[src/rtl/core_pkg.sv]
// Shared writeback-stage types: result-select encoding, load funct3 codes and
// the writeback occupancy states.
package core_pkg;

    typedef enum logic [1:0] {
        RES_ALU  = 2'b00,
        RES_LOAD = 2'b01,
        RES_PC4  = 2'b10
    } res_sel_e;

    localparam logic [2:0] F3_LB  = 3'b000;
    localparam logic [2:0] F3_LH  = 3'b001;
    localparam logic [2:0] F3_LW  = 3'b010;
    localparam logic [2:0] F3_LBU = 3'b100;
    localparam logic [2:0] F3_LHU = 3'b101;

    typedef enum logic [1:0] {
        EMPTY   = 2'b00,
        HOLD    = 2'b01,
        WAIT_LD = 2'b10
    } wb_state_e;

endpackage

[src/rtl/wb_stage_load_align.sv]
// Combinational load extractor: picks byte/half/word at the address offset,
// extends it, and flags misaligned or illegal load types.
module load_align
    import core_pkg::*;
#(
    parameter int DATA_WIDTH = 32
) (
    input  logic [2:0]            funct3_i,
    input  logic [1:0]            off_i,
    input  logic [DATA_WIDTH-1:0] rdata_i,
    output logic [DATA_WIDTH-1:0] data_o,
    output logic                  err_o
);

    logic [7:0]  byte_sel;
    logic [15:0] half_sel;

    always_comb begin
        byte_sel = rdata_i[{off_i, 3'b000} +: 8];
        half_sel = rdata_i[{off_i[1], 4'b0000} +: 16];
        data_o   = '0;
        err_o    = 1'b0;
        case (funct3_i)
            F3_LB:  data_o = {{(DATA_WIDTH-8){byte_sel[7]}}, byte_sel};
            F3_LBU: data_o = {{(DATA_WIDTH-8){1'b0}}, byte_sel};
            F3_LH: begin
                data_o = {{(DATA_WIDTH-16){half_sel[15]}}, half_sel};
                err_o  = off_i[0];
            end
            F3_LHU: begin
                data_o = {{(DATA_WIDTH-16){1'b0}}, half_sel};
                err_o  = off_i[0];
            end
            F3_LW: begin
                data_o = rdata_i;
                err_o  = (off_i != 2'b00);
            end
            default: err_o = 1'b1;
        endcase
    end

endmodule

[src/rtl/wb_stage.sv]
// RV32I writeback stage: holds one MEM/WB instruction, waits for load data,
// drives the register-file write port, forwarding tap and instret counter.
module wb_stage
    import core_pkg::*;
#(
    parameter int DATA_WIDTH    = 32,
    parameter int ADDRESS_WIDTH = 5,
    parameter int CNT_WIDTH     = 64
) (
    input  logic                     clk,
    input  logic                     rst,
    input  logic                     in_valid,
    output logic                     in_ready,
    input  logic [ADDRESS_WIDTH-1:0] in_rd,
    input  logic                     in_reg_write,
    input  logic [1:0]               in_res_sel,
    input  logic [DATA_WIDTH-1:0]    in_alu_result,
    input  logic [DATA_WIDTH-1:0]    in_pc_plus4,
    input  logic [2:0]               in_funct3,
    input  logic                     mem_rvalid,
    input  logic [DATA_WIDTH-1:0]    mem_rdata,
    output logic [ADDRESS_WIDTH-1:0] WriteAddr,
    output logic [DATA_WIDTH-1:0]    WriteData,
    output logic                     WriteEnable,
    output logic                     fwd_valid,
    output logic [ADDRESS_WIDTH-1:0] fwd_rd,
    output logic [DATA_WIDTH-1:0]    fwd_data,
    output logic                     load_err,
    output logic [CNT_WIDTH-1:0]     instret
);

    wb_state_e                state_q, state_d;
    logic [ADDRESS_WIDTH-1:0] rd_q;
    logic                     reg_write_q;
    logic [1:0]               res_sel_q;
    logic [DATA_WIDTH-1:0]    alu_q, pc4_q;
    logic [2:0]               funct3_q;
    logic [CNT_WIDTH-1:0]     instret_q;

    logic                  retire, accept, ld_err, err_eff;
    logic [DATA_WIDTH-1:0] ld_data, result;

    load_align #(.DATA_WIDTH(DATA_WIDTH)) u_load_align (
        .funct3_i (funct3_q),
        .off_i    (alu_q[1:0]),
        .rdata_i  (mem_rdata),
        .data_o   (ld_data),
        .err_o    (ld_err)
    );

    always_comb begin
        retire   = (state_q == HOLD) || ((state_q == WAIT_LD) && mem_rvalid);
        in_ready = !rst && ((state_q == EMPTY) || retire);
        accept   = in_valid && in_ready;
        state_d  = state_q;
        if (accept)
            state_d = (in_res_sel == RES_LOAD) ? WAIT_LD : HOLD;
        else if (retire)
            state_d = EMPTY;
    end

    // Reserved select 2'b11 retires with a zero result and never writes.
    always_comb begin
        case (res_sel_q)
            RES_ALU:  result = alu_q;
            RES_LOAD: result = ld_data;
            RES_PC4:  result = pc4_q;
            default:  result = '0;
        endcase
        err_eff     = (res_sel_q == RES_LOAD) && ld_err;
        WriteEnable = retire && reg_write_q && (rd_q != '0) && !err_eff
                      && (res_sel_q != 2'b11);
        WriteAddr   = WriteEnable ? rd_q : '0;
        WriteData   = WriteEnable ? result : '0;
        load_err    = retire && err_eff;
        fwd_valid   = WriteEnable;
        fwd_rd      = WriteAddr;
        fwd_data    = WriteData;
        instret     = instret_q;
    end

    always_ff @(posedge clk or posedge rst) begin
        if (rst) begin
            state_q     <= EMPTY;
            rd_q        <= '0;
            reg_write_q <= 1'b0;
            res_sel_q   <= 2'b00;
            alu_q       <= '0;
            pc4_q       <= '0;
            funct3_q    <= '0;
            instret_q   <= '0;
        end else begin
            state_q <= state_d;
            if (accept) begin
                rd_q        <= in_rd;
                reg_write_q <= in_reg_write;
                res_sel_q   <= in_res_sel;
                alu_q       <= in_alu_result;
                pc4_q       <= in_pc_plus4;
                funct3_q    <= in_funct3;
            end
            if (retire)
                instret_q <= instret_q + CNT_WIDTH'(1);
        end
    end

endmodule

[config.mk]
export PLATFORM = sky130hd
export DESIGN_NAME = wb_stage
export DESIGN_NICKNAME = d
export VERILOG_FILES = /design/src/rtl/core_pkg.sv /design/src/rtl/wb_stage_load_align.sv /design/src/rtl/wb_stage.sv
export SDC_FILE = /design/constraint.sdc
export NUM_CORES = 1
export LEC_CHECK = 0
export CORE_UTILIZATION = 45
export CTS_CLUSTER_DIAMETER = 30
export DETAILED_ROUTE_END_ITERATION = 12
export PLACE_DENSITY = 0.89
export SYNTH_ARGS = -nofsm -noshare
export SYNTH_HDL_FRONTEND = slang
export SYNTH_HIERARCHICAL = 1
export SYNTH_SLANG_ARGS = --single-unit
[constraint.sdc]
create_clock -name clk -period 11.3 [get_ports clk]
set_input_delay 1.695 -clock clk [delete_from_list [all_inputs] [get_ports clk]]
set_output_delay 1.695 -clock clk [all_outputs]
set_load 0.005 [all_outputs]
# --- Yosys cells after proc, flatten, opt, wreduce, memory -nomap -nowiden ---
# Index checks and enable logic that the tools add are counted.
# Widths: inputs -> output; s select.
totals:
  ff_bits: 141
  latch_bits: 0
  mem_bits_rw: 0
  mem_bits_ro: 0
  out_inout_bits: 142
  mem_count: 0
classes:
  addsub: 1
  mul: 0
  n_div: 0
  n_lt_le_gt_ge: 0
  eq_ne: 10
  n_shift: 2
  mux: 8
  bitwise_logic: 0
  reduce_logical: 21
ops:
  columns: ["op", "count"]
  rows:
  - ["$pmux 32 s5", 1]
  - ["$pmux 32 s3", 1]
  - ["$add 64x1->64 const B", 1]
  - ["$mux 32", 1]
  - ["$shiftx 32x6->16", 1]
  - ["$shiftx 32x6->8", 1]
  - ["$logic_and 1x1->1", 9]
  - ["$eq 2x1->1 const B", 3]
  - ["$eq 3x3->1 const B", 2]
  - ["$mux 2", 3]
  - ["$mux 5", 1]
  - ["$reduce_bool 5->1", 1]
  - ["$eq 2x2->1 const B", 2]
  - ["$logic_not 2->1", 2]
  - ["$reduce_bool 2->1", 2]
  - ["$reduce_or 2->1", 2]
  - ["$eq 3x1->1 const B", 1]
  - ["$eq 3x2->1 const B", 1]
  - ["$logic_not 3->1", 1]
  - ["$pmux 1 s3", 1]
  - ["$logic_not 1->1", 2]
  - ["$logic_or 1x1->1", 2]
  - ["$ne 2x2->1 const B", 1]

# --- Logic depth before layout (Yosys ltp) ---
# Gate-level depths: netlist (run 1).
logic_depth:
  word_depth: 8
  mapped_depth: 11
  mapped_depth_nobuf: 8

# --- Modules after synthesis ---
# The synthesis (run 1) kept the hierarchy.
modules_own_cells:
  columns: ["mod", "instances", "cells_each", "area_each_um2", "seq_area_each_um2"]
  rows:
  - ["wb_stage", 1, 644, 7058.0, 3528.4]
  - ["load_align", 1, 108, 899.6, 0.0]

# --- Worst setup path after synthesis (run 1) ---
# No wires, ideal clock.
synth_path:
  kind: "input -> output"
  from: "input port mem_rdata[15]"
  to: "output port fwd_data[23]"
  arrival_time_ps: 2978
  t_required_ps: 9605
  setup_slack_ps: 6627
  stages: 9
  n_path_buf: 2
  cell_sequence: "mux2_4 > a21boi_4 > buf_6 > a211oi_2 > mux2i_1 > nor2_1 > a21oi_1 > nor2_1 > buf_4"
synth_via:
  elab_chain_cells: 4
  elab_cells_between_ends: 5
  classes_between: "2 x shift; 3 x mux"
synth_rtl:
  columns: ["element", "line", "rtl"]
  rows:
  - ["start: declaration", "wb_stage.sv:21", "input logic [DATA_WIDTH-1:0] mem_rdata,"]
  - ["$shiftx 32x6->16 or $shiftx 32x6->8 (tied branches)", "wb_stage_load_align.sv:20, wb_stage_load_align.sv:19", null]
  - ["$pmux 32 s5 (*)", "wb_stage_load_align.sv:23", "case (funct3_i)"]
  - ["net ld_data[23]", "wb_stage.sv:41", "logic [DATA_WIDTH-1:0] ld_data, result;"]
  - ["$pmux 32 s3 (*)", "wb_stage.sv:64", "case (res_sel_q)"]
  - ["$mux 32 (*)", "wb_stage.sv:74", "WriteData = WriteEnable ? result : '0;"]
  - ["end: declaration", "wb_stage.sv:27", "output logic [DATA_WIDTH-1:0] fwd_data,"]
# Mark *: on every way through the listed nets, which the timed path passes. The rest lies on a longest branch.

# --- Final worst setup path (run 1) ---
layout_path:
  from: "input port mem_rvalid"
  to: "output port WriteAddr[1]"
layout_via:
  elab_chain_cells: 7
layout_rtl:
  columns: ["element", "line", "rtl"]
  rows:
  - ["start: declaration", "wb_stage.sv:20", "input logic mem_rvalid,"]
  - ["$logic_and 1x1->1", "wb_stage.sv:52", "retire = (state_q == HOLD) || ((state_q == WAIT_LD) && mem_rvalid);"]
  - ["$logic_or 1x1->1", "wb_stage.sv:52", null]
  - ["$logic_and 1x1->1 (3 in a row)", "wb_stage.sv:71", "WriteEnable = retire && reg_write_q && (rd_q != '0) && !err_eff"]
  - ["$logic_and 1x1->1", "wb_stage.sv:72", "&& (res_sel_q != 2'b11);"]
  - ["$mux 5", "wb_stage.sv:73", "WriteAddr = WriteEnable ? rd_q : '0;"]
  - ["end: declaration", "wb_stage.sv:22", "output logic [ADDRESS_WIDTH-1:0] WriteAddr,"]
# Every way passes these cells.

==> results of run 1 <==
[registers in the layout (all words and copies together) (netlist names)]
signal,cells
funct3_q,3
res_sel_q,2
state_q,2
instret,64
reg_write_q,1
rd_q,5
pc4_q,32
alu_q,32
[final timing paths]
kind                             startpoint           end
min in group asynchronous               rst       rd_q[4]
max in group asynchronous               rst   instret[51]
worst max register to register  instret[15]   instret[52]
worst max-delay path             mem_rvalid  WriteAddr[1]
worst min-delay path            instret[14]   instret[14]
worst min register to register  instret[14]   instret[14]
[power by group]
part	switching [uW]	leakage [uW]	internal, uW
Sequential	66.9	0.00179	561
Clock	228	0.000351	483
Combinational	157	0.00230	196
[kinds of logic (layout without fill, tap and decap cells)]
kind of cell    count (synthesis)  in the layout  share of synthesized area
compound gates                 96             96                     0.0932
fa+ha+maj                       1              1                    0.00157
xor+xnor                       63             63                     0.0693
buf+inv                        91            296                     0.0709
simple gates                  242            242                      0.158
mux                           118            118                      0.164
flops                         141            141                      0.443
[cell type report]
cell class,count,area share
timing repair buffer,256,0.232
multi-input combinational,520,0.352
tap,225,0.0256
clock buffer,18,0.0390
inverter,8,0.00318
clock inverter,14,0.0283
sequential,141,0.321
[cells in the mapped netlist, types with 2 or more instances]
master,number
a21oi_1,34
a221o_1,7
buf_2,10
mux2_4,2
or4_4,2
a211oi_2,11
mux2i_1,37
nand2b_1,4
inv_1,8
buf_6,5
nor3_2,4
nor3_1,9
and4_1,3
mux2_2,78
buf_4,46
xnor2_1,43
nor2b_1,6
nor3b_1,2
nor2b_2,2
and3_1,8
a211oi_1,6
nor2_1,87
clkbuf_1,21
nand4_1,24
a22oi_1,18
dfrtp_1,141
or2_2,2
o21ai_0,6
and2_1,8
xor2_1,20
o221ai_1,5
nand2_1,41
nand3_1,22
nor4_1,6
[metrics by stage]
step	cells	hold slack [ns]	setup slack (ns)	utilization
finish	1182	0.498	4.84	0.637
global route	1182	0.520	4.64	0.637
CTS	1182	0.504	4.80	0.637
detailed placement	1150	0.489	4.80	0.594
global placement	1150	0.461	4.95	0.594
floorplan	752	0.468	5.82	-
[routing by layer]
metal | wire length (um) | vias up | global-route usage
met1 | 8920 | 3156 | 0.289
met3 | 1840 | 56 | 0.0661
met4 | 711 | 0 | 0.109
met5 | 0 | - | 0
li1 | - | 3008 | -
met2 | 10500 | 304 | 0.403
==> summary.md, run 1 <==
| Metric | Value |
|---|---|
| Count of final max-slew check failures | 0 |
| Relative slew slack | 0.206 |
| DRC | 0 |
| RSZ-0062 raised after global routing | false |
| Synth unique cells | 58 |
| Initial Utilization | 0.460 |
| Most frequent cells in the layout | 252 x clkdlybuf4s50_1, 140 x dfrtp_1, 87 x nor2_1 |
| Clock Pin Slew Worst Setup and Hold Paths | 0.06 ns |
| FILL cells | 1383 |
| Root Buffer | clkbuf_16 |
| Overall power | 1690 uW |
| DR vias/cell | 5.52 |
| First-pass GRT wire length | 33900 um |
| EDFF count, synth | 0 |
| Final Wtd Congestion | 0.861 |
| Post-CTS Setup Inserts | 0 |
| Commonest non-fill, non-tap cell in the layout | clkdlybuf4s50_1 |
| CTS Buf Count | 17 |
| CP Launch Type | input pin |
| Critical Path Max Stage Delay | 0.67 ns |
| Initial antenna violation count | 0 |
| Critical Path, Cell by Cell | clkdlybuf4s50_1 -> and3b_1 -> nor2_1 -> or3_1 -> buf_4 -> inv_1 -> and2_1 -> clkdlybuf4s50_1 |
| Critical Path RT | 9.61 ns |
| Die area | 18200 um2 |
| Pin count of the biggest net entering global routing | 78 |
| Layout cells sized above 1 | 0.158 |
| R2R Setup Slk | 8.76 ns |
| CP bufs+invs | 4 |
| Final Setup Violations | 0 |
| Ys async rst share | 1.00 |
| Ys Warns | 6 |
| Maximum VDD drop | 0.103 mV |
| Hpwl dp | 15700 um |
| FF+latch area | 3530 um2 |
| Setup CP Type | input pin to primary output |
| CTS tree | done |
| Via count | 6524 |
| Area of the core | 17300 um2 |
| # port buffers | 252 |
| Final period util | 0.571 |
| Post-Syn Area per Cell | 10.6 um2 |
| Area growth from synthesis to final layout | 38.3% |
| CTS resizes | 0 |
| Row count | 48 |
| DP Area | 10300 um2 |
| Crit Path Max Fanout | 21 |
| CP arrival | 4.76 ns |
| GR Util All Layers | 0.241 |
| Final hold vios | 0 |
| Final Cell Area | 11000 um2 |
| Crit path capture type | primary output |
| Max-Cap Viols | 0 |
| Top cells by area, synth | dfrtp_1 44%, mux2_2 11%, xnor2_1 4.7%, mux2i_1 4.7%, buf_4 4.3% |
| Clk buf depth | 2 |
| Area of the mapped netlist | 7960 um2 |
| Share of the synthesized area in the top cell type | 0.443 |
| Seq cells post-synth | 141 |
| CTS sink count | 141 |
| Pwr Density | 154 nW/um2 |
| Ys flop type | dfrtp_1 |
| CP max stage cell | nor2_1 |
| Final min period | 6.46 ns |
| Final antenna-violating net count | 0 |
| Fmax achieved | 155 MHz |
| Worst hold path class | flop to flop |
| Nets | 1056 |
| Most used cell along the critical path | clkdlybuf4s50_1 |
| Mapped Cells | 752 |
| Mapped Nets | 864 |
| Die H | 135 um |
| Die width | 135 um |
| Worst-Skew Late Latency | 0.42 ns |
| Cell taking the most area after synthesis | dfrtp_1 |
| Hold path depth | 1 |
| Setup_tns | 0 ns |
| Worst path depth | 8 |
| Actual slew at the worst max-slew pin | 1.19 ns |
| Sequential share of the synthesized area | 0.443 |
| N_diodes | 0 |
| Drt pass-1 iters | 5 |
| Leakage | 0.00444 uW |
| Total grt overflow | 0 |
| H-tree depth | 4 |
| Run status | complete, no violations |
| I/O pins | 253 |
| CTS Hold Bufs | 0 |
| CP delay by family, top | simple AND/OR/NAND/NOR gates |
| Overall routed net length | 21900 um |
| Avg WL per Cell | 18.6 um |
| Clock skew | 0.0102 ns |
| R2r worst-path depth | 5 |
| Vias in the first global route | 6486 |
| Drt initial violations | 279 |
| Multi-input gate area | 3870 um2 |
No activity file was read; power rests on OpenSTA's default activity.
==> run 2, diff against run 1 <==
clock period = 6.2 ns   (was 11.3 ns; I/O delays follow)
==> run 2 against run 1 <==
First-iteration DRC count rose by 38%. Via count grew 1.4%. Hold slack worse by 0.012 ns. Sequential share of layout area up 0.39 points. Clock skew is essentially flat. Register-to-register slack got worse by 5.1 ns. Power grew 68%. Utilization down 0.76 points. Clock-buffer cell count is 1 higher. Cell area shrank 1.2%. Sequential cell count unchanged.
==> summary.md, run 2 (same netlist as run 1, synthesis figures left out) <==
| Metric | Value |
|---|---|
| Final Cell Area | 10900 um2 |
| Crit Path Max Fanout | 28 |
| CTS tree | done |
| CP Launch Type | flop |
| Post-CTS Setup Inserts | 0 |
| Clock skew | 0.00976 ns |
| Drt pass-1 iters | 5 |
| Final antenna-violating net count | 0 |
| DP Area | 10300 um2 |
| DRC | 0 |
| Commonest non-fill, non-tap cell in the layout | clkdlybuf4s50_1 |
| GR Util All Layers | 0.249 |
| Root Buffer | clkbuf_16 |
| Worst hold path class | flop to flop |
| # port buffers | 252 |
| Avg WL per Cell | 19.2 um |
| Vias in the first global route | 6495 |
| H-tree depth | 4 |
| Actual slew at the worst max-slew pin | 1.17 ns |
| Nets | 1058 |
| DR vias/cell | 5.60 |
| Clk buf depth | 2 |
| Area growth from synthesis to final layout | 36.7% |
| Hpwl dp | 16200 um |
| Pwr Density | 261 nW/um2 |
| R2r worst-path depth | 5 |
| Via count | 6615 |
| Layout cells sized above 1 | 0.158 |
| CTS sink count | 141 |
| Max reg flops | 64 |
| N_diodes | 0 |
| Fmax achieved | 212 MHz |
| Die area | 18200 um2 |
| Final worst slack | 1.49 ns |
| Leakage | 0.00439 uW |
| Final period util | 0.759 |
| Row count | 48 |
| Count of final max-slew check failures | 0 |
| Critical Path RT | 5.27 ns |
| First-pass GRT wire length | 34700 um |
| Drt initial violations | 386 |
| Max-Cap Viols | 0 |
| I/O pins | 253 |
| RSZ-0062 raised after global routing | false |
| Die H | 135 um |
| Pin count of the biggest net entering global routing | 88 |
| Setup_tns | 0 ns |
| Initial antenna violation count | 0 |
| CP arrival | 3.78 ns |
| Initial Utilization | 0.460 |
| CTS Hold Bufs | 0 |
| Relative slew slack | 0.220 |
| Clock Pin Slew Worst Setup and Hold Paths | 0.06 ns |
| Fin util | 0.629 |
| Crit path capture type | primary output |
| CTS resizes | 0 |
| Worst-Skew Late Latency | 0.41 ns |
| Setup slack at placement | 1.70 ns |
| Final Setup Violations | 0 |
| FF+latch area | 3530 um2 |
| Final hold vios | 0 |
| Final Wtd Congestion | 0.941 |
| Area of the core | 17300 um2 |
| Maximum VDD drop | 0.184 mV |
| Run status | complete, no violations |
| Die width | 135 um |
| Hold path depth | 1 |
| FILL cells | 1397 |
| Total grt overflow | 0 |
| Final min period | 4.71 ns |
| Most frequent cells in the layout | 252 x clkdlybuf4s50_1, 140 x dfrtp_1, 87 x nor2_1 |
| CTS Buf Count | 17 |
| Multi-input gate area | 3870 um2 |
| Setup CP Type | flop to primary output |
| Overall routed net length | 22600 um |
| Overall power | 2840 uW |
## run 2: cell types whose count changed in the layout (fill, tap and decap cells not counted), sizes merged
cell / change
inv: -1
clkbuf: +1
clkinv: +3
bufinv: -6
buf: +2
## run 2: critical path, cell delays in order, from the launching register on
cell and delay (ns):
dfrtp_1 0.67, nor2b_1 1.03, a22oi_1 0.18, a211oi_1 0.38
mux2i_1 0.12, nor2_1 0.11, a21oi_1 0.05, nor2_1 0.25
clkdlybuf4s50_1 0.59
## run 2: area by class of cell
type | count | share of cell area
Clock buffer | 19 | 0.0416
Clock inverter | 10 | 0.0130
Inverter | 8 | 0.00322
Multi-Input combinational cell | 520 | 0.356
Sequential cell | 141 | 0.324
Tap cell | 225 | 0.0259
Timing Repair Buffer | 258 | 0.236
## run 2: path summary, 6_finish.rpt
kind                        startpoint      endpoint  slack (ns)
max in group asynchronous          rst   instret[52]        3.96
setup reg to reg           instret[19]   instret[52]        3.65
hold / removal             instret[63]   instret[63]        0.49
setup / recovery           funct3_q[1]  fwd_data[26]        1.49
hold reg to reg            instret[63]   instret[63]        0.49
min in group asynchronous          rst       rd_q[1]        1.06
## run 2: power by group
part	leakage, uW	internal [uW]	switching (uW)
combinational	0.00231	358	317
clock	0.000287	648	384
sequential	0.00179	1020	104
total	0.00439	2030	805
## run 2: through the flow
| stage | hold WS [ns] | instances |
|---|---|---|
| 4_1_cts | 0.486 | 1181 |
| 6_report | 0.486 | 1181 |
| 3_5_place_dp | 0.479 | 1152 |
| 5_1_grt | 0.506 | 1181 |
| 3_3_place_gp | 0.473 | 1152 |
| 2_1_floorplan | 0.468 | 752 |
## run 2: per-layer routing
metal  GRT usage  wire [um]  share of wire
met1       0.291       8940           0.40
met2       0.424      11100           0.49
met3      0.0815       1910          0.085
met4      0.0930        650          0.029
met5           0          0              0
